[src/rtl/reverse_stream_restore.sv]
// Receive-side reorder buffer: undoes segment-reversed ordering of a 32-element
// coefficient stream and presents the restored vector on a valid/ready output.
//
// state | meaning
// IDLE  | waiting for element 0 of a vector, seg_log2 sampled on accept
// FILL  | collecting elements 1..31
// HOLD  | vector presented on out_vector until out_ready handshake

module reverse_stream_restore #(
  parameter int WIDTH = 16,
  parameter int NUM   = 32
) (
  input  logic                    clk,
  input  logic                    rst,
  input  logic [2:0]              seg_log2,
  input  logic                    in_valid,
  output logic                    in_ready,
  input  logic signed [WIDTH-1:0] in_data,
  input  logic                    in_last,
  output logic                    out_valid,
  input  logic                    out_ready,
  output logic signed [WIDTH-1:0] out_vector [NUM-1:0],
  output logic                    err
);

  if (NUM != 32) begin : g_num_check
    $error("reverse_stream_restore: NUM must be 32");
  end

  typedef enum logic [1:0] {IDLE, FILL, HOLD} state_t;

  state_t     state;
  logic [4:0] count;
  logic [2:0] seg_q;
  logic [2:0] seg_in;
  logic [2:0] seg_cur;
  logic [4:0] wr_pos;
  logic       accept;
  logic       last_elem;

  assign seg_in    = (seg_log2 > 3'd5) ? 3'd5 : seg_log2;
  assign seg_cur   = (state == IDLE) ? seg_in : seg_q;
  assign accept    = in_valid && in_ready;
  assign last_elem = (count == 5'd31);
  // Segment index bits are inverted, in-segment offset bits kept; self-inverse.
  assign wr_pos    = count ^ (5'h1f << seg_cur);

  always_ff @(posedge clk) begin
    if (rst) begin
      state     <= IDLE;
      count     <= '0;
      seg_q     <= '0;
      in_ready  <= 1'b0;
      out_valid <= 1'b0;
      err       <= 1'b0;
      for (int i = 0; i < NUM; i++) out_vector[i] <= '0;
    end else begin
      err <= 1'b0;
      case (state)
        IDLE, FILL: begin
          in_ready <= 1'b1;
          if (accept) begin
            out_vector[wr_pos] <= in_data;
            if (state == IDLE) seg_q <= seg_in;
            if (last_elem || in_last) begin
              state     <= HOLD;
              in_ready  <= 1'b0;
              out_valid <= 1'b1;
              count     <= '0;
              // Flags both an early in_last and a missing one at element 31.
              err       <= last_elem ^ in_last;
            end else begin
              state <= FILL;
              count <= count + 5'd1;
            end
          end
        end
        HOLD: begin
          if (out_ready) begin
            state     <= IDLE;
            out_valid <= 1'b0;
            in_ready  <= 1'b1;
            // Cleared so a short vector never exposes the previous one.
            for (int i = 0; i < NUM; i++) out_vector[i] <= '0;
          end
        end
        default: state <= IDLE;
      endcase
    end
  end

endmodule

[config.mk]
export PLATFORM = sky130hd
export DESIGN_NAME = reverse_stream_restore
export DESIGN_NICKNAME = d
export VERILOG_FILES = /design/src/rtl/reverse_stream_restore.sv
export SDC_FILE = /design/constraint.sdc
export NUM_CORES = 1
export LEC_CHECK = 0
export CAP_MARGIN = 20
export CORE_AREA = 3 3 210 212
export CTS_BUF_LIST = sky130_fd_sc_hd__clkbuf_4 sky130_fd_sc_hd__clkbuf_8
export DETAILED_ROUTE_END_ITERATION = 8
export DIE_AREA = 0 0 213 215
export PLACE_DENSITY = 0.72
export SKIP_CTS_REPAIR_TIMING = 1
export SYNTH_ARGS = -nofsm -noshare
export SYNTH_HDL_FRONTEND = slang
export SYNTH_SLANG_ARGS = --single-unit
export TNS_END_PERCENT = 30
[constraint.sdc]
create_clock -name clk -period 2.7 [get_ports clk]
set_input_delay 0.27 -clock clk [delete_from_list [all_inputs] [get_ports clk]]
set_output_delay 0.27 -clock clk [all_outputs]
set_load 0.02 [all_outputs]
After elaboration in Yosys (flattened, before gate mapping)
Index checks and enable logic that the tools add are counted.
- flip-flop bits (word level): 525
- input port bits: 24
- output and inout port bits: 515
- logic and storage cells: 87
- add/subtract/negate cells: 1
- $lt $le $gt $ge: 3
- equal/unequal tests: 6
- shift-type cells: 1
- mux-type cells: 21
- bitwise logic cells: 5
- reduce and logical (&&, ||, !) cells: 12
- operator list (operator ; number):
    512-bit 2-to-1 mux ; 2
    512-bit case mux with 2 select lines ; 1
    512-bit bitwise mux ; 1
    16-bit demux with 5-bit select ; 1
    16-bit 2-to-1 mux ; 1
    5-bit by 6-bit less-than comparator with 1-bit output, second input constant ; 1
    1-bit 2-to-1 mux ; 6
    2-bit 2-to-1 mux ; 3
    3-bit 2-to-1 mux ; 2
    2-bit inequality test, second input constant ; 3
    2-bit AND reduction ; 3
    5-bit by 1-bit adder with 5-bit output, second input constant ; 1
    5-bit equality test, second input constant ; 1
    5-bit by 1-bit greater-or-equal comparator with 1-bit output, second input constant ; 1
    5-bit 2-to-1 mux ; 1
    5-bit by 3-bit left shift with 5-bit output, first input constant ; 1
    5-bit XOR ; 1
    1-bit case mux with 2 select lines ; 2
    2-bit case mux with 2 select lines ; 1
    4-bit AND reduction ; 1
    4-bit OR reduction ; 1
    3-bit > comparator, second input constant ; 1
    1-bit inverter ; 3
    3-bit AND reduction ; 1
    other kinds (8) ; 9

Logic depth before layout (Yosys ltp)
- depth in word-level cells: 12
- depth in mapped cells: 10
- mapped depth without buffers: 9

Worst setup path after synthesis
Ideal clock, no wire load.
- path kind: register to register
- start: reg state[0]
- end: reg out_vector[245] (netlist name)
- setup time: 0.117 ns
- arrival time: 2.438 ns
- path slack: 0.145 ns
- cell stages (with the launch flop): 9
- path buffers: 2
- period minus slack after synthesis: 2.555 ns
- cells stage by stage: dfxtp_1 buf_2 or4_1 o31a_2 xnor2_4 o32ai_1 a21oi_2 buf_2 a22o_1
- word-level cells in the longest chain between the ends: 11
- elaborated cells on any way between the ends: 19
- ends and longest elaborated chain (item ; line ; text):
    start: declaration ; 32 ; state_t state;
    start signal: assignment ; 50 ; state <= IDLE;
    start signal: assignment ; 66 ; state <= HOLD;
    start signal: assignment ; 73 ; state <= FILL;
    2-bit logical NOT ; 42, 59 ;
    3-bit 2-to-1 mux ; -- ;
    5-bit by 3-bit left shift with 5-bit output ; 46 ; assign wr_pos = count ^ (5'h1f << seg_cur);
    5-bit XOR ; 46 ;
    5-bit by 6-bit less-than comparator with 1-bit output (not written as such) or 5-bit by 1-bit greater-or-equal comparator with 1-bit output (tied branches) ; 63 ; out_vector[wr_pos] <= in_data;
    1-bit logical AND (not written as such) ; 63 ;
    16-bit 2-to-1 mux (not written as such) ; 63 ;
    16-bit demux with 5-bit select ; 63 ;
    512-bit bitwise mux ; 63 ;
    512-bit 2-to-1 mux ; 62 ; if (accept) begin
    512-bit case mux with 2 select lines ; 59 ; case (state)
    end signal: indexed assignment ; 63 ;
    end: declaration ; 22 ; output logic signed [WIDTH-1:0] out_vector [NUM-1:0],
Several ways; a longest one is shown, not always the timed one. The select of a mux whose other input is x is not followed.
A chain may end at the register's enable or synchronous reset.

Worst setup path in the final report
- start: reg state[1]
- end: reg out_vector[223] (netlist name)
The elaborated chain is that of the path after synthesis.

==> metrics.txt <==
# TYPE chip_impl_metric gauge
chip_impl_info{name="worst-setup-path-type",value="register to register"} 1
chip_impl_metric{name="worstPathArrival",unit="ns"} 3.14
chip_impl_metric{name="clock-sinks",unit=""} 525
chip_impl_metric{name="initial_core_util",unit="%"} 40.8
chip_impl_info{name="worst_hold_path.endpoint",value="out_valid"} 1
chip_impl_metric{name="rrSetupSlack",unit="ns"} 0.09
chip_impl_metric{name="postSynthNetCount",unit=""} 1396
chip_impl_info{name="hold_start",value="rst"} 1
chip_impl_metric{name="synth_xor_xnor_area_share",unit="%"} 0.313
chip_impl_metric{name="sum_of_internal_switching_and_leakage_power",unit="mW"} 16.7
chip_impl_metric{name="synth-edff-count",unit=""} 0
chip_impl_info{name="rr_startpoint",value="state[1]"} 1
chip_impl_metric{name="grt_first_pass_wirelength",unit="um"} 97600
chip_impl_metric{name="multiInputGateArea",unit="sq um"} 6110
chip_impl_metric{name="timing.clock.skew",unit="ns"} 0.0215
chip_impl_metric{name="proportion_of_power_drawn_by_flip_flops_and_latches",unit="%"} 46.8
chip_impl_metric{name="clkPwrFrac",unit="%"} 46.9
chip_impl_metric{name="drt_pass1_iterations",unit=""} 5
chip_impl_metric{name="max-slew-margin-rel",unit="%"} 45.9
chip_impl_metric{name="synth-simple-area-share",unit="%"} 3.31
chip_impl_metric{name="post-place-ws",unit="ns"} -0.581
chip_impl_metric{name="pin_count_of_the_biggest_net_entering_global_routing",unit=""} 33
chip_impl_metric{name="internal_power",unit="mW"} 12.7
chip_impl_metric{name="placement_rows",unit=""} 75
chip_impl_metric{name="num_vias",unit=""} 14900
chip_impl_metric{name="yosysSeqAreaShare",unit="%"} 61.2
chip_impl_metric{name="postLayoutCellArea",unit="sq um"} 26500
chip_impl_metric{name="total_routed_length",unit="um"} 67600
chip_impl_metric{name="grt_antenna_before_repair",unit=""} 2
chip_impl_metric{name="worstMarginPinSlew",unit="ns"} 0.812
chip_impl_metric{name="worst-path-max-fanout",unit=""} 16
chip_impl_metric{name="vdd_ir_drop_max",unit="uV"} 433
chip_impl_metric{name="syn_area_per_cell",unit="sq um"} 12.6
chip_impl_metric{name="cts-root-to-sink-buffers",unit=""} 3
chip_impl_metric{name="finalSetupViolCount",unit=""} 0
chip_impl_metric{name="netlist_area",unit="sq um"} 17200
chip_impl_metric{name="synth_mux_area_share",unit="%"} 1.04
chip_impl_metric{name="maxCapViolations",unit=""} 0
chip_impl_metric{name="yosys_warnings",unit=""} 0
chip_impl_info{name="timing.hold.worst.class",value="input port to register"} 1
chip_impl_info{name="ys_top_cells_by_area",value="dfxtp_1 (61%), a22o_1 (25%), clkbuf_1 (1.6%)"} 1
chip_impl_metric{name="layout-drive-gt1-share",unit="%"} 18.6
chip_impl_metric{name="postSynthRegisterBits",unit=""} 525
chip_impl_metric{name="clock.fmax",unit="MHz"} 384
chip_impl_metric{name="io_buffer_count",unit=""} 538
chip_impl_metric{name="timing.final.hold_violations",unit=""} 0
chip_impl_metric{name="clk_transition_reported_paths",unit="ns"} 0.07
chip_impl_metric{name="synthCells",unit=""} 1369
chip_impl_metric{name="floorplan.die.height",unit="um"} 215
chip_impl_info{name="r2r_end",value="out_vector[223]"} 1
chip_impl_metric{name="synthToLayoutAreaGrowth",unit="%"} 54.4
chip_impl_metric{name="antenna_left",unit=""} 0
chip_impl_metric{name="worst_hold_path.num_cells",unit=""} 2
chip_impl_metric{name="yosys.area_share.adder",unit="%"} 0.218
chip_impl_metric{name="cts-htree-levels",unit=""} 3
chip_impl_metric{name="final.setup.tns",unit="ns"} 0
chip_impl_metric{name="core_region_area",unit="sq um"} 42100
chip_impl_metric{name="netlist-cell-type-count",unit=""} 51
chip_impl_metric{name="worst-r2r-cell-count",unit=""} 10
chip_impl_metric{name="drt_drc_violations_left",unit=""} 0
chip_impl_metric{name="clock_latency_on_the_worst_skew_pair",unit="ns"} 0.64
chip_impl_info{name="outcome",value="finished clean"} 1
chip_impl_metric{name="die_area",unit="sq um"} 45800
chip_impl_metric{name="detail_route.wl_per_cell",unit="um"} 25.9
chip_impl_info{name="synth_top_cells_by_count",value="dfxtp_1 (525), a22o_1 (497), clkbuf_1 (73)"} 1
chip_impl_metric{name="tritoncts.num_buffers",unit=""} 82
chip_impl_metric{name="globalRouteTotalUtil",unit="%"} 28.1
chip_impl_metric{name="grt_pass1_vias",unit=""} 14900
chip_impl_metric{name="grt_overflow_total",unit=""} 0
chip_impl_metric{name="design.final.nets",unit=""} 2028
chip_impl_metric{name="hold-worst-slack",unit="ns"} 0.354
chip_impl_metric{name="swShare",unit="%"} 23.7
chip_impl_info{name="worst_setup_ep_type",value="register"} 1
chip_impl_metric{name="power.net_switching",unit="mW"} 3.95
chip_impl_info{name="synth_ff_type",value="dfxtp_1"} 1
chip_impl_metric{name="io_pins",unit=""} 539
chip_impl_info{name="crit_path_start_kind",value="register"} 1
chip_impl_info{name="cts_root_buffer",value="clkbuf_8"} 1
chip_impl_metric{name="power_leakage",unit="nW"} 10.1
chip_impl_info{name="synthMostInstantiatedCell",value="dfxtp_1"} 1
chip_impl_info{name="clock_tree_from_tritoncts",value="yes"} 1
chip_impl_metric{name="sequential_cell_area",unit="sq um"} 10500
chip_impl_metric{name="synth-compound-area-share",unit="%"} 29.9
chip_impl_metric{name="power.share.combinational",unit="%"} 6.3
chip_impl_metric{name="asyncSetResetFlopFracSynth",unit="%"} 0
chip_impl_info{name="largest_family_of_logic_cells_by_synthesized_area",value="compound AO/OA/AOI/OAI gates"} 1
chip_impl_metric{name="placed_area",unit="sq um"} 24300
chip_impl_metric{name="cp.required",unit="ns"} 3.23
chip_impl_metric{name="post_drt_via_cell_ratio",unit=""} 5.70
chip_impl_metric{name="pwr_density_cell",unit="nW/um^2"} 629
chip_impl_info{name="synth_top_area_cell",value="dfxtp_1"} 1
chip_impl_metric{name="report.final.slew_viol_count",unit=""} 0
chip_impl_metric{name="fin_crit",unit="ns"} 2.61
chip_impl_metric{name="drt_first_iter_violations",unit=""} 1116
chip_impl_metric{name="final_worst_path_period_share",unit="%"} 96.5
chip_impl_metric{name="detailed_placer_s_ending_hpwl",unit="um"} 45300
chip_impl_metric{name="floorplan.die.width",unit="um"} 213
chip_impl_metric{name="replace_congestion",unit=""} 0.861
chip_impl_metric{name="timing.final.ws_setup",unit="ns"} 0.0942
chip_impl_metric{name="fillers",unit=""} 3188
chip_impl_metric{name="fraction_of_synthesized_cell_area_taken_by_the_top_area_cell_type",unit="%"} 61.2
==> flip-flops by register name (all words and copies together) (netlist names) <==
| name | cells |
|---|---|
| state | 2 |
| out_valid | 1 |
| seg_q | 3 |
| out_vector | 512 |
| err | 1 |
| count | 5 |
| in_ready | 1 |
==> how the worst max path moves through the flow <==
stage,startpoint,endpoint,depth (start not counted)
floorplan,state[0],out_vector[245],8
global placement,seg_log2[1],out_vector[442],9
detailed placement,seg_log2[1],out_vector[430],9
CTS,state[1],out_vector[12],8
global route,seg_q[2],out_vector[175],7
finish,state[1],out_vector[223],10
==> layer usage <==
metal,global-route usage (%),up-vias,share of wire (%)
met5,0,-,0
met4,13.1,0,4.4
met3,8.05,161,9.3
met2,44.2,826,45
met1,35.5,7391,41
li1,-,6518,-
==> layout by cell type, fill, tap and decap left out, types with 3 or more instances in the layout <==
cell | synthesis | routed
inv_1 | 3 | 3
nand3_1 | 4 | 4
and2_2 | 0 | 16
dfxtp_1 | 525 | 525
a21oi_4 | 11 | 16
a21oi_2 | 21 | 16
clkinv_2 | 0 | 12
buf_6 | 9 | 3
bufinv_16 | 0 | 7
clkinvlp_4 | 0 | 3
nor2_1 | 44 | 43
a2bb2oi_1 | 4 | 3
or2_2 | 4 | 4
clkbuf_8 | 0 | 110
a32o_1 | 16 | 16
ha_1 | 3 | 3
buf_4 | 4 | 92
nor2b_1 | 3 | 3
buf_12 | 0 | 55
nor2_4 | 5 | 5
nor3_1 | 5 | 5
nand2_1 | 8 | 8
a22o_1 | 497 | 497
o32ai_4 | 0 | 3
nor3b_1 | 5 | 5
clkbuf_4 | 0 | 19
mux2i_4 | 4 | 4
mux2i_1 | 3 | 3
a21oi_1 | 8 | 8
clkdlybuf4s50_1 | 0 | 538
==> critical path, stage by stage, from the launching register on <==
cell and delay, ns:
dfxtp_1 0.37, buf_4 0.16, or4b_1 0.58, o32ai_4 0.19, mux2i_4 0.13, buf_12 0.17, nor2_4 0.23, buf_4 0.20
a21oi_2 0.07, buf_12 0.17, a22o_1 0.24
==> kinds of logic (layout without fill, tap and decap cells) <==
| kind of cell | count (synthesis) | after routing |
|---|---|---|
| multiplexers | 10 | 10 |
| XOR/XNOR | 4 | 4 |
| adder cells (fa/ha/maj) | 3 | 3 |
| buffers and inverters | 146 | 848 |
| other | 0 | 2 |
| flip-flops | 525 | 525 |
| AND/OR/NAND/NOR | 106 | 106 |
| AO/OA/AOI/OAI | 575 | 575 |
==> power by group through the flow <==
| stage | sequential [mW] | combinational [mW] | clock, mW |
|---|---|---|---|
| 4_1_cts | 7.81 | 1.02 | 7.93 |
| 3_5_place_dp | 7.98 | 1.01 | 0 |
| 5_1_grt | 7.81 | 1.10 | 8.26 |
| 2_1_floorplan | 8.02 | 0.456 | 0 |
| 6_report | 7.81 | 1.05 | 7.82 |
| 3_3_place_gp | 7.98 | 1.00 | 0 |
==> layout make-up <==
| type | count | share of cell area, % |
|---|---|---|
| clock inverters | 28 | 1.35 |
| well taps | 539 | 2.54 |
| repair buffers | 691 | 27.3 |
| multi-input cells | 698 | 23.0 |
| flip-flops and latches | 525 | 39.6 |
| inverters | 3 | 0.0424 |
| clock buffers | 126 | 6.09 |
| diodes | 2 | 0.0189 |
==> metrics by stage <==
step	std cells	utilization, %
finish	2612	63.0
global route	2612	63.0
CTS	2597	62.5
detailed placement	2443	57.8
global placement	2441	57.7
floorplan	1369	-
Note: power is estimated with default switching activity, not from simulation.
